File: src/rtl/lfsr_run_ctrl.sv
// rtl/lfsr_run_ctrl.sv - run sequencer: chain reset, clock gate, serial-to-word capture
// Pulses the chain reset, settles, then gates the chain clock while packing chain_q into words.
module lfsr_run_ctrl #(
   parameter int WORD_W     = 32,
   parameter int RST_CYC    = 2,
   parameter int SETTLE_CYC = 2,
   parameter int RUN_WORDS  = 16,
   parameter int CNT_W      = 8
) (
   input  logic              clk,
   input  logic              reset,
   input  logic              start,
   input  logic              abort,
   input  logic              chain_q,
   input  logic              word_ready,
   output logic              chain_rst_n,
   output logic              clk_en,
   output logic [WORD_W-1:0] word_data,
   output logic              word_valid,
   output logic [CNT_W-1:0]  word_cnt,
   output logic              busy,
   output logic              done
);

   localparam int BIT_W = $clog2(WORD_W);

   typedef enum logic [2:0] {
      S_IDLE,
      S_CRST,
      S_SETTLE,
      S_RUN,
      S_DRAIN
   } state_t;

   state_t             state;
   state_t             state_nxt;
   logic [CNT_W-1:0]   cyc_cnt;
   logic [CNT_W-1:0]   words_done;
   logic [BIT_W-1:0]   bit_cnt;
   logic [WORD_W-2:0]  shift;
   logic [WORD_W-1:0]  shift_nxt;
   logic               last_bit;
   logic               last_word;
   logic               run_gate;
   logic               sample;
   logic               accept;

   assign last_bit  = (bit_cnt == BIT_W'(WORD_W - 1));
   assign last_word = (words_done == CNT_W'(RUN_WORDS - 1));
   // Freeze the chain with its final bit pending while a completed word is still unaccepted.
   assign run_gate  = !(word_valid && last_bit);
   assign sample    = (state == S_RUN) && run_gate;
   assign accept    = word_valid && word_ready;
   assign shift_nxt = {shift, chain_q};

   always_ff @(posedge clk or negedge reset) begin
      if (!reset) begin
         state <= S_IDLE;
      end else begin
         state <= state_nxt;
      end
   end

   always_comb begin
      state_nxt   = state;
      chain_rst_n = 1'b1;
      clk_en      = 1'b0;
      busy        = (state != S_IDLE);
      case (state)
         S_IDLE: begin
            if (start) state_nxt = S_CRST;
         end
         S_CRST: begin
            chain_rst_n = 1'b0;
            if (cyc_cnt == CNT_W'(RST_CYC - 1)) state_nxt = S_SETTLE;
         end
         S_SETTLE: begin
            if (cyc_cnt == CNT_W'(SETTLE_CYC - 1)) state_nxt = S_RUN;
         end
         S_RUN: begin
            clk_en = run_gate;
            if (run_gate && last_bit && last_word) state_nxt = S_DRAIN;
         end
         S_DRAIN: begin
            if (accept) state_nxt = S_IDLE;
         end
         default: state_nxt = S_IDLE;
      endcase
      if (abort) state_nxt = S_IDLE;
   end

   always_ff @(posedge clk or negedge reset) begin
      if (!reset) begin
         cyc_cnt    <= '0;
         words_done <= '0;
         bit_cnt    <= '0;
         shift      <= '0;
         word_data  <= '0;
         word_valid <= 1'b0;
         word_cnt   <= '0;
         done       <= 1'b0;
      end else begin
         done <= 1'b0;
         if (abort) begin
            cyc_cnt    <= '0;
            bit_cnt    <= '0;
            shift      <= '0;
            word_valid <= 1'b0;
         end else begin
            if (state_nxt != state) begin
               cyc_cnt <= '0;
            end else if (state == S_CRST || state == S_SETTLE) begin
               cyc_cnt <= cyc_cnt + CNT_W'(1);
            end

            if (state == S_IDLE && start) begin
               word_cnt   <= '0;
               words_done <= '0;
               bit_cnt    <= '0;
               shift      <= '0;
            end else if (accept && word_cnt != {CNT_W{1'b1}}) begin
               word_cnt <= word_cnt + CNT_W'(1);
            end

            if (sample) begin
               shift <= shift_nxt[WORD_W-2:0];
               if (last_bit) begin
                  bit_cnt    <= '0;
                  words_done <= words_done + CNT_W'(1);
                  word_data  <= shift_nxt;
                  word_valid <= 1'b1;
               end else begin
                  bit_cnt <= bit_cnt + BIT_W'(1);
                  if (accept) word_valid <= 1'b0;
               end
            end else if (accept) begin
               word_valid <= 1'b0;
            end

            if (state == S_DRAIN && accept) done <= 1'b1;
         end
      end
   end

endmodule
File: config.mk
export PLATFORM = sky130hd
export DESIGN_NAME = lfsr_run_ctrl
export DESIGN_NICKNAME = d
export VERILOG_FILES = /design/src/rtl/lfsr_run_ctrl.sv
export SDC_FILE = /design/constraint.sdc
export NUM_CORES = 1
export LEC_CHECK = 0
export ABC_AREA = 1
export CAP_MARGIN = 0
export CORE_MARGIN = 5
export CORE_UTILIZATION = 52
export CTS_CLUSTER_SIZE = 16
export DETAILED_ROUTE_END_ITERATION = 6
export HOLD_SLACK_MARGIN = 0.15
export PLACE_DENSITY = 0.86
export SLEW_MARGIN = 15
export SYNTH_ARGS = -nofsm -noshare
export SYNTH_HDL_FRONTEND = slang
export SYNTH_SLANG_ARGS = --single-unit
File: constraint.sdc
create_clock -name clk -period 2.7 [get_ports clk]
set_input_delay 0.27 -clock clk [delete_from_list [all_inputs] [get_ports clk]]
set_output_delay 0.27 -clock clk [all_outputs]
set_load 0.005 [all_outputs]
-- After elaboration in Yosys (flattened, before gate mapping)
Index checks and enable logic that the tools add are counted.
- flip-flop bits (word level): 97
- logic and storage cells: 70
- add/subtract/negate cells: 4
- equal/unequal tests: 9
- multiplexer cells: 30
- bitwise gates (word level): 1
- reductions and logical operators: 17
- operators with widths (cell ; count):
    $mux 31 ; 3
    $mux 8 ; 8
    $add 8x1->8 const B ; 3
    $mux 5 ; 4
    $mux 3 ; 6
    $pmux 3 s5 ; 1
    $reduce_bool 3->1 ; 3
    $eq 8x1->1 const B ; 1
    $eq 8x4->1 const B ; 1
    $logic_and 1x1->1 ; 8
    $mux 1 ; 8
    $ne 8x8->1 const B ; 1
    $eq 3x2->1 const B ; 2
    $add 5x1->5 const B ; 1
    $eq 5x5->1 const B ; 1
    $eq 3x1->1 const B ; 1
    $eq 3x3->1 const B ; 1
    $logic_not 3->1 ; 1
    $ne 3x3->1 ; 1
    $reduce_and 3->1 ; 1
    $reduce_and 2->1 ; 1
    $reduce_bool 2->1 ; 1
    $logic_not 1->1 ; 1
    $logic_or 1x1->1 ; 1
    $not 1->1 ; 1

-- Longest topological paths before layout
Gate-level depths: netlist of the first run.
- depth in word-level cells: 11
- depth in mapped cells: 15
- mapped depth without buffers: 15

-- Worst setup path after synthesis of the first run
No wires, ideal clock.
- path type: register to register
- from: register bit_cnt[0]
- to: register word_data[23]
- data arrival time: 1.763 ns
- setup slack: 0.806 ns
- cell stages (with the launch flop): 14
- path buffers: 2
- clock period less this slack: 1.894 ns
- path through: dfrtp_1 > ha_1 > nand2_1 > nor2_1 > ha_1 > inv_1 > nor2_1 > nand2_4 > nor2_8 > inv_2 > buf_6 > buf_6 > nand2_1 > o21ai_1
- word-level cells in the longest chain between the ends: 5
- ends and longest elaborated chain (what ; RTL line ; RTL):
    start: declaration ; 39 ; logic [BIT_W-1:0] bit_cnt;
    start signal: assignment ; 133 ; bit_cnt <= bit_cnt + BIT_W'(1);
    $eq 5x5->1 * ; 48 ; assign last_bit = (bit_cnt == BIT_W'(WORD_W - 1));
    $logic_and 1x1->1 ; 51 ; assign run_gate = !(word_valid && last_bit);
    $logic_not 1->1 ; 51 ;
    $logic_and 1x1->1 ; 52 ; assign sample = (state == S_RUN) && run_gate;
    $reduce_and 3->1 (no source line) * ; -- ;
    end signal: assignment ; 130 ; word_data <= shift_nxt;
    end: declaration ; 18 ; output logic [WORD_W-1:0] word_data,
Every way passes the cells marked *; elsewhere a longest branch is shown, timed or not.
A chain may end at the register's enable or synchronous reset.

-- Final worst setup path of the first run
- from: register bit_cnt[0]
- to: output port clk_en
- word-level cells in the longest chain between the ends: 4
- ends and longest elaborated chain (what ; RTL line ; RTL):
    $eq 5x5->1 ; 48 ;
    $logic_and 1x1->1 ; 51 ;
    $logic_not 1->1 ; 51 ;
    $mux 1 ; 69 ; case (state)
    end: declaration ; 17 ; output logic clk_en,
No other way between the ends.

==> qor.yml, run 1 <==
critical_path:
  cp_data_arrival_time_ps: 2090
  critPathBufInv: 2
  worstSetupStartpointType: "flip-flop"
  crit_chain: "ha_1 -> nand2_1 -> nor2_1 -> ha_1 -> nand2_1 -> nand2_2 -> inv_1 -> clkdlybuf4s50_1"
  startpoint: "bit_cnt[0]$_DFFE_PN0P_"
  critical_path.max_fanout: 3
  path_class: "flip-flop to output port"
  r2r-start: "bit_cnt[0]$_DFFE_PN0P_"
  cp-end-kind: "output port"
  critical_path.top_delay_family: "buffers and inverters"
  slowest_delay_ps: 490
  required_ps: 2430
  cpMaxStageDelayCell: "clkdlybuf4s50_1"
synthesis:
  synth_seq_cells: 97
  synth.most_common_cell: "dfrtp_1"
  async_reset_ff_share_pct: 100
  avgSynthCellArea_um2: 9.63
  synth_edf_count: 0
  ys.flop_type: "dfrtp_1"
  synth_cells: 442
  synth.distinct_cells: 34
  yosys.area.top_type: "dfrtp_1"
  synth_seq_area_share_pct: 57.0
  synth_commonest_cells: "dfrtp_1, nand2_1, inv_1, nor2_1, o22ai_1"
  ys.warnings.count: 0
  synth_top_area_share_pct: 57.0
  syn-cell-area_mm2: 0.00426
  synth_area_leaders: "dfrtp_1, nand2_1, inv_1"
  synthesis.nets: 454
clocking:
  cts-root-buf: "clkbuf_8"
  cts.sinks: 97
  hold_buffers: 1
  cts_tree: "done"
  cts_buffer_depth: 2
  cts_resized: 0
  cts_htree_levels: 3
  clk_pin_slew_ps: 90
  post_cts_buffers: 0
  cts_made_buffers: 9
  insertion_delay_ps: 360
placement:
  gp_congestion: 0.804
  dpl.hpwl_um: 5450
  port_buffers: 50
global_routing:
  antenna_found_initial: 0
  grt_max_degree: 98
  grtUsageTotal_pct: 17.5
  grt_pass1_wl_um: 14400
  overflow: 0
  grt_pass1_vias: 3227
min_path:
  hold_path_class: "flip-flop to flip-flop"
  hold_start: "word_data[0]$_DFFE_PN0P_"
drt:
  wl_per_cell_um: 13.5
  antenna_left: 0
  viasPerCell: 5.28
  drc: 0
  vias: 3167
  first_pass_iters: 4
  drtIter0Drc: 134
  drt_wl_total_um: 8130
timing:
  max_freq_ghz: 0.423
  tns_ps: 0
  setup_viol: 0
  rsz0062_at_grt: "false"
  slew_headroom_pct: 53.4
  worstMarginPinSlew_ps: 699
  hold_ws_ps: 484
  slew_viol_final: 0
  hold_viol_final: 0
  fin_crit_sh_pct: 87.6
  period_minus_slack_ps: 2360
  fin_worst_skew_ps: 14.8
cells_and_area:
  drive_above_1_share_pct: 10.1
  fill_cells: 670
  n_antenna_cell: 0
  layout.nets: 503
  area_delta_synth_final_pct: 17.6
die:
  rows: 33
  pin_count: 51
  dieHeight_um: 100
  core_area_mm2: 0.00809
  die_w_um: 100
  die-area_mm2: 0.0101
  start_util_pct: 52.6
outcome:
  status: "completed"
pwr:
  power_leakage_nw: 2.25
  max-vdd-ir-drop_mv: 0.339
  power_density_mw_per_mm2: 557
job:
  cap_violations: 0
-- cell usage in the layout (no fill, tap or decap), types with 7 or more instances in the layout --
| cell | count |
|---|---|
| a21oi_1 | 13 |
| clkbuf_8 | 9 |
| clkdlybuf4s50_1 | 49 |
| dfrtp_1 | 97 |
| inv_1 | 59 |
| nand2_1 | 73 |
| nand3_1 | 16 |
| nand4_1 | 7 |
| nor2_1 | 33 |
| o21ai_0 | 15 |
| o21ai_1 | 17 |
| o21ai_2 | 14 |
| o22ai_1 | 33 |
| xor2_1 | 10 |
-- path summary, 6_finish.rpt --
| path | end | slack [ps] | cells after the start |
|---|---|---|---|
| worst max register to register | word_data[26]$_DFFE_PN0P_ | 350 | 12 |
| worst min register to register | word_data[0]$_DFFE_PN0P_ | 480 | 2 |
| worst min-delay path | word_data[0]$_DFFE_PN0P_ | 480 | 2 |
| worst max-delay path | clk_en | 340 | 8 |
| max in group asynchronous | cyc_cnt[5]$_DFFE_PN0P_ | 1790 | 3 |
| min in group asynchronous | word_data[16]$_DFFE_PN0P_ | 490 | 3 |
-- power by group --
group	internal, mW	total, mW	switching, mW
clock	0.432	0.926	0.494
combinational	0.145	0.314	0.169
sequential	1.50	1.55	0.0463
total	2.08	2.79	0.708
-- cells by family (layout without fill, tap and decap cells) --
logic type	Yosys count	in the layout	synth area share, %
buffers and inverters	80	133	8.35
flip-flops	97	97	57.0
AO/OA/AOI/OAI	95	95	13.5
multiplexers	3	3	0.735
AND/OR/NAND/NOR	150	150	16.3
XOR/XNOR	11	11	2.26
adder cells (fa/ha/maj)	6	6	1.76
-- worst reg2reg max path: cells and delay by family, from the launching register on --
family	cells	cell delay, ps
AO/OA/AOI/OAI	1	120
adder cells (fa/ha/maj)	2	430
buffers and inverters	3	730
flip-flops	1	420
AND/OR/NAND/NOR	6	560
-- cell type report --
| cell class | instances | area, um^2 | share of cell area (%) |
|---|---|---|---|
| sequential | 97 | 2430 | 48.5 |
| timing repair buffer | 53 | 536 | 10.7 |
| tap | 105 | 131 | 2.63 |
| clock buffer | 10 | 128 | 2.55 |
| multi-input combinational | 265 | 1470 | 29.4 |
| clock inverter | 5 | 63.8 | 1.28 |
| inverter | 65 | 244 | 4.88 |
-- stage by stage --
stage	std cells	setup WS, ps	instance area [um^2]	total power [mW]	utilization (%)
floorplan	442	806	4260	1.73	-
CTS	600	315	5000	2.81	61.8
detailed placement	584	400	4800	1.89	59.3
global placement	584	432	4800	1.88	59.3
finish	600	335	5000	2.79	61.8
global route	600	145	5000	2.91	61.8
-- flip-flops by register name (all words and copies together), names as in the netlist --
register	cells
word_cnt	8
shift	31
word_data	32
bit_cnt	5
word_valid	1
done	1
words_done	8
cyc_cnt	8
state	3
-- layer usage --
metal  routed length (um)  GRT usage, %
met5                    0             0
met4                   85          4.97
met3                  231          3.88
met2                 4210          30.3
met1                 3600          22.1
No activity file was read; power rests on OpenSTA's default activity.
==> run 2, diff against run 1 <==
--- a/config.mk
+++ b/config.mk
@@ -8,11 +8,11 @@
 export ABC_AREA = 1
 export CAP_MARGIN = 0
 export CORE_MARGIN = 5
-export CORE_UTILIZATION = 52
+export CORE_UTILIZATION = 44
 export CTS_CLUSTER_SIZE = 16
 export DETAILED_ROUTE_END_ITERATION = 6
 export HOLD_SLACK_MARGIN = 0.15
-export PLACE_DENSITY = 0.86
+export PLACE_DENSITY = 0.76
 export SLEW_MARGIN = 15
 export SYNTH_ARGS = -nofsm -noshare
 export SYNTH_HDL_FRONTEND = slang
==> constraint.sdc (replaced) <==
create_clock -name clk -period 2.64 [get_ports clk]
set_input_delay 0.264 -clock clk [delete_from_list [all_inputs] [get_ports clk]]
set_output_delay 0.264 -clock clk [all_outputs]
set_load 0.005 [all_outputs]
==> run 2 against run 1 <==
Net effect:
- clock skew is 3.3 ps higher
- sequential cell count stayed put
- via count is 0.32% higher
- hold slack worse by 71 ps
- largest power group unchanged
- largest cell class unchanged
- non-clock buffer count is 4 higher
==> qor.yml, run 2 (synthesized netlist as in run 1, its figures left out) <==
outcome:
  status: "completed"
cells_and_area:
  reg_top3: "word_data: 32 flops, shift: 31 flops"
  layoutNonFillerInstCount: 629  # +4.8%
  layout.nets: 507  # +0.80%
  regMostFlops: "word_data"
  layout_common_cells: "dfrtp_1, nand2_1, inv_1"
  n_antenna_cell: 0  # unchanged
  area_delta_synth_final_pct: 18.6
  largest_reg_flops: 32  # unchanged
  final_common_cell: "dfrtp_1"
  drive_above_1_share_pct: 11.0  # +0.90 points
global_routing:
  grt_pass1_vias: 3233  # +0.19%
  grt_max_degree: 44  # -55%
  antenna_found_initial: 0  # unchanged
  grtUsageTotal_pct: 15.3  # -2.2 points
  overflow: 0  # unchanged
  grt_pass1_wl_um: 14500  # +1.3%
pwr:
  max-vdd-ir-drop_mv: 0.241  # -29%
  power_density_mw_per_mm2: 562  # +0.77%
  power_leakage_nw: 2.27  # +0.75%
critical_path:
  worstSetupStartpointType: "flip-flop"
  cp-end-kind: "output port"
  critPathBufInv: 2  # unchanged
  critical_path.top_delay_family: "buffers and inverters"
  required_ps: 2380  # -50 ps
  cp_data_arrival_time_ps: 2120  # +30 ps
  slowest_delay_ps: 510  # +20 ps
  path_class: "flip-flop to output port"
  crit_chain: "ha_1 -> nand2_1 -> nor2_1 -> ha_1 -> nand2_1 -> nand2_2 -> inv_1 -> clkdlybuf4s50_1"
  critical_path.max_fanout: 3  # unchanged
  cpMaxStageDelayCell: "clkdlybuf4s50_1"
timing:
  period_minus_slack_ps: 2380
  worstMarginPinSlew_ps: 554  # -144 ps
  fin_crit_sh_pct: 90.2
  slew_viol_final: 0  # unchanged
  tns_ps: 0  # unchanged
  slew_headroom_pct: 63.0  # +9.6 points
  fin_ws_ps: 260  # -75.3 ps
  rsz0062_at_grt: "false"
  max_freq_ghz: 0.420
  fin_worst_skew_ps: 18.1  # +3.26 ps
  hold_viol_final: 0  # unchanged
  setup_viol: 0  # unchanged
clocking:
  cts-root-buf: "clkbuf_8"
  cts_made_buffers: 9  # unchanged
  cts_tree: "done"
  cts_htree_levels: 3  # unchanged
  insertion_delay_ps: 370  # about the same
  clk_pin_slew_ps: 110  # +20 ps
  cts_resized: 0  # unchanged
  cts_buffer_depth: 2  # unchanged
  cts.sinks: 97  # unchanged
job:
  cap_violations: 0  # unchanged
placement:
  gp_congestion: 0.854  # +6.2%
  port_buffers: 50  # unchanged
  placed_cells: 612  # +4.8%
  dpl.hpwl_um: 5870  # +7.8%
  place_ws_ps: 479  # +79.4 ps
die:
  rows: 35  # +6.1%
  die-area_mm2: 0.0117  # +16%
  pin_count: 51  # unchanged
  die_w_um: 108  # +7.8%
  dieHeight_um: 108  # +7.8%
  start_util_pct: 45.6  # -7.0 points
  core_area_mm2: 0.00933  # +15%
drt:
  first_pass_iters: 5  # +1
  vias: 3177  # +0.32%
  wl_per_cell_um: 13.3  # -1.9%
  antenna_left: 0  # unchanged
  drtIter0Drc: 147  # +9.7%
  viasPerCell: 5.05  # -4.3%
  drc: 0  # unchanged
  drt_wl_total_um: 8350  # +2.8%
min_path:
  hold_path_class: "input pin to async pin"
## run 2: worst paths after layout
path                                               start                        end  slack (ps)  cells after the start
worst min register to register  word_data[2]$_DFFE_PN0P_   word_data[2]$_DFFE_PN0P_         490                      2
worst max-delay path              bit_cnt[0]$_DFFE_PN0P_                     clk_en         260                      8
worst max register to register    bit_cnt[0]$_DFFE_PN0P_  word_data[24]$_DFFE_PN0P_         460                     12
max in group asynchronous                          reset         state[1]$_DFF_PN0_        1530                      3
min in group clk                                 chain_q   word_data[0]$_DFFE_PN0P_         490                      3
worst min-delay path                               reset  word_data[19]$_DFFE_PN0P_         410                      2
## run 2: metrics by stage
step | instance area [um^2] | power (mW) | utilization [%] | hold slack (ps)
after floorplan | 4260 | 1.77 | - | -31.6
after global placement | 4850 | 1.93 | 52.0 | 274
after detailed placement | 4850 | 1.94 | 52.0 | 285
after CTS | 5050 | 2.87 | 54.1 | 424
after global routing | 5050 | 2.96 | 54.1 | 454
final | 5050 | 2.83 | 54.1 | 413
## run 2: area by class of cell
cell class / instances / area, um^2
Multi-Input combinational cell: 265 / 1470
Timing Repair Buffer: 57 / 553
Clock buffer: 10 / 128
Fill cell: 810 / 4280
Clock inverter: 6 / 60.1
Inverter: 65 / 244
Sequential cell: 97 / 2430
Tap cell: 129 / 161
## run 2: metal layers
layer	global-route usage [%]	part of all wire (%)	routed length, um
met5	0	0	0
met4	7.30	2.4	200
met3	2.21	2.7	223
met2	26.1	51	4250
met1	19.2	44	3680
## run 2: repair_timing
action                    4_1_cts  5_1_grt
hold endpoints to repair       40        0
hold buffers                    1        0
buffers inserted                0        0
## run 2: report_power, final
part	internal, mW	leakage (nW)	switching, mW
combinational	0.150	0.894	0.174
clock	0.368	0.0964	0.559
sequential	1.54	1.28	0.0457
==> run 3, diff against run 2 <==
--- a/config.mk
+++ b/config.mk
@@ -12,7 +12,7 @@
 export CTS_CLUSTER_SIZE = 16
 export DETAILED_ROUTE_END_ITERATION = 6
 export HOLD_SLACK_MARGIN = 0.15
-export PLACE_DENSITY = 0.76
+export PLACE_DENSITY = 0.65
 export SLEW_MARGIN = 15
 export SYNTH_ARGS = -nofsm -noshare
 export SYNTH_HDL_FRONTEND = slang
==> run 3 against run 2 <==
Net effect:
- global-route usage down 0.29 points
- register-to-register slack worse by 150 ps
- sequential power about the same
- sequential share of layout area up 0.16 points
- largest power group unchanged
- critical path type unchanged
- worst setup slack better by 3.9 ps
- hold slack better by 75 ps
==> qor.yml, run 3 (synthesized netlist as in run 1, its figures left out) <==
outcome:
  status: "completed"
die:
  die-area_mm2: 0.0117  # unchanged
  core_area_mm2: 0.00933  # unchanged
  die_w_um: 108  # unchanged
  dieHeight_um: 108  # unchanged
  pin_count: 51  # unchanged
  rows: 35  # unchanged
  start_util_pct: 45.6  # unchanged
global_routing:
  overflow: 0  # unchanged
  use_met2_pct: 24.8  # -1.2 points
  grt_max_degree: 84  # +91%
  grt-busiest-layer: "met2"
  grtUsageMet3_pct: 3.10  # +0.90 points
  grt_pass1_wl_um: 14200  # -2.6%
  grtUsageTotal_pct: 15.0  # -0.29 points
  antenna_found_initial: 0  # unchanged
  grt.met1_usage_pct: 19.5  # +0.27 points
  grt_pass1_vias: 3082  # -4.7%
timing:
  worstMarginPinSlew_ps: 1020  # +467 ps
  setup_viol: 0  # unchanged
  fin_crit_sh_pct: 90.0  # -0.15 points
  slew_headroom_pct: 31.9  # -31 points
  hold_viol_final: 0  # unchanged
  rsz0062_at_grt: "false"
  fin_worst_skew_ps: 14.4  # -3.67 ps
  slew_viol_final: 0  # unchanged
  tns_ps: 0  # unchanged
  period_minus_slack_ps: 2380  # -3.89 ps
  max_freq_ghz: 0.421  # +0.16%
cells_and_area:
  largest_reg_flops: 32  # unchanged
  layout_common_cells: "dfrtp_1, nand2_1, inv_1"
  reg_top3: "word_data: 32 flops, shift: 31 flops"
  drive_above_1_share_pct: 10.8  # -0.16 points
  layout.nets: 506  # -0.20%
  n_antenna_cell: 0  # unchanged
  regMostFlops: "word_data"
  finish.utilization_pct: 53.9  # -0.17 points
  area_delta_synth_final_pct: 18.2
  final_common_cell: "dfrtp_1"
clocking:
  cts_htree_levels: 3  # unchanged
  cts_buffer_depth: 2  # unchanged
  cts.sinks: 97  # unchanged
  cts_made_buffers: 9  # unchanged
  cts-root-buf: "clkbuf_8"
  cts_tree: "done"
  insertion_delay_ps: 360  # about the same
  clk_pin_slew_ps: 100  # about the same
  post_cts_buffers: 0  # unchanged
placement:
  port_buffers: 50  # unchanged
  dpl.hpwl_um: 5370  # -8.5%
  gp_congestion: 0.801  # -6.2%
pwr:
  p_total_mw: 2.81  # -0.73%
  p_int_mw: 2.05  # -0.47%
  switching_share_pct: 27.3  # -0.19 points
  seqPwrFrac_pct: 56.2  # +0.4 points
  clockPowerShare_pct: 32.4  # -0.3 points
  max-vdd-ir-drop_mv: 0.232  # -3.6%
  power_leakage_nw: 2.26  # -0.36%
  switchingPower_mw: 0.768  # -1.4%
  comb_power_share_pct: 11.4  # about the same
  power_density_mw_per_mm2: 559  # -0.41%
critical_path:
  cp_data_arrival_time_ps: 2110  # about the same
  cp-end-kind: "output port"
  required_ps: 2380  # about the same
  critical_path.max_fanout: 3  # unchanged
  path_class: "flip-flop to output port"
  worstSetupStartpointType: "flip-flop"
min_path:
  hold_path_class: "input pin to flip-flop"
drt:
  drc: 0  # unchanged
  drtIter0Drc: 152  # +3.4%
  first_pass_iters: 4  # -1
  viasPerCell: 4.99  # -1.3%
  antenna_left: 0  # unchanged
  drt_wl_total_um: 8030  # -3.9%
  wl_per_cell_um: 12.8  # -3.5%
  vias: 3127  # -1.6%
job:
  cap_violations: 0  # unchanged
==> run 3: cell types whose count changed in the layout (fill, tap and decap cells not counted) <==
cell	change
inv_6	+4
inv_8	-2
buf_4	-1
clkbuf_1	-1
clkinv_4	-2
==> run 3: per-layer routing <==
metal	vias to the layer above	routed length [um]
met4	0	114
li1	1560	-
met5	-	0
met3	8	229
met2	46	3960
met1	1513	3730
==> run 3: path summary, 6_finish.rpt <==
path                            slack, ps                   endpoint                      from  cells past startpoint
worst max-delay path                  260                     clk_en    bit_cnt[0]$_DFFE_PN0P_                      8
min in group asynchronous             620       shift[6]$_DFFE_PN0P_                     reset                      2
worst max register to register        310   word_data[2]$_DFFE_PN0P_    bit_cnt[0]$_DFFE_PN0P_                     12
worst min-delay path                  490   word_data[0]$_DFFE_PN0P_                   chain_q                      3
worst min register to register        490   word_data[1]$_DFFE_PN0P_  word_data[1]$_DFFE_PN0P_                      2
max in group asynchronous            1270  word_data[22]$_DFFE_PN0P_                     reset                      3
==> run 3: area by class of cell <==
| class | count | area [um^2] |
|---|---|---|
| Clock buffer | 9 | 124 |
| Clock inverter | 6 | 55.1 |
| Fill cell | 863 | 4300 |
| Inverter | 65 | 244 |
| Multi-Input combinational cell | 265 | 1470 |
| Sequential cell | 97 | 2430 |
| Tap cell | 129 | 161 |
| Timing Repair Buffer | 56 | 546 |
==> run 3: what timing repair did <==
action / in CTS / in global routing
hold buffers: 1 / 0
resized for setup: 0 / 0
hold endpoints to repair: 81 / 0
==> run 3: stage by stage <==
stage / cell area [um^2] / instances / hold slack, ps / setup WS, ps
floorplan: 4260 / 442 / -31.6 / 746
global placement: 4840 / 611 / 467 / 421
detailed placement: 4840 / 611 / 472 / 330
finish: 5030 / 627 / 488 / 264
global route: 5030 / 627 / 504 / 62.8
CTS: 5030 / 627 / 477 / 227
==> run 3: power by group through the flow <==
stage,Clock [mW],Combinational [mW],Sequential (mW)
after detailed placement,0,0.324,1.61
after global routing,0.998,0.358,1.59
final,0.911,0.320,1.58
after floorplan,0,0.157,1.61
after CTS,0.944,0.326,1.58
after global placement,0,0.319,1.61
==> run 3: critical path, cell delays in order, from the launching register on <==
cell and delay (ps):
dfrtp_1 430, ha_1 220, nand2_1 90, nor2_1 50, ha_1 200, nand2_1 90
nand2_2 80, inv_1 90, clkdlybuf4s50_1 500
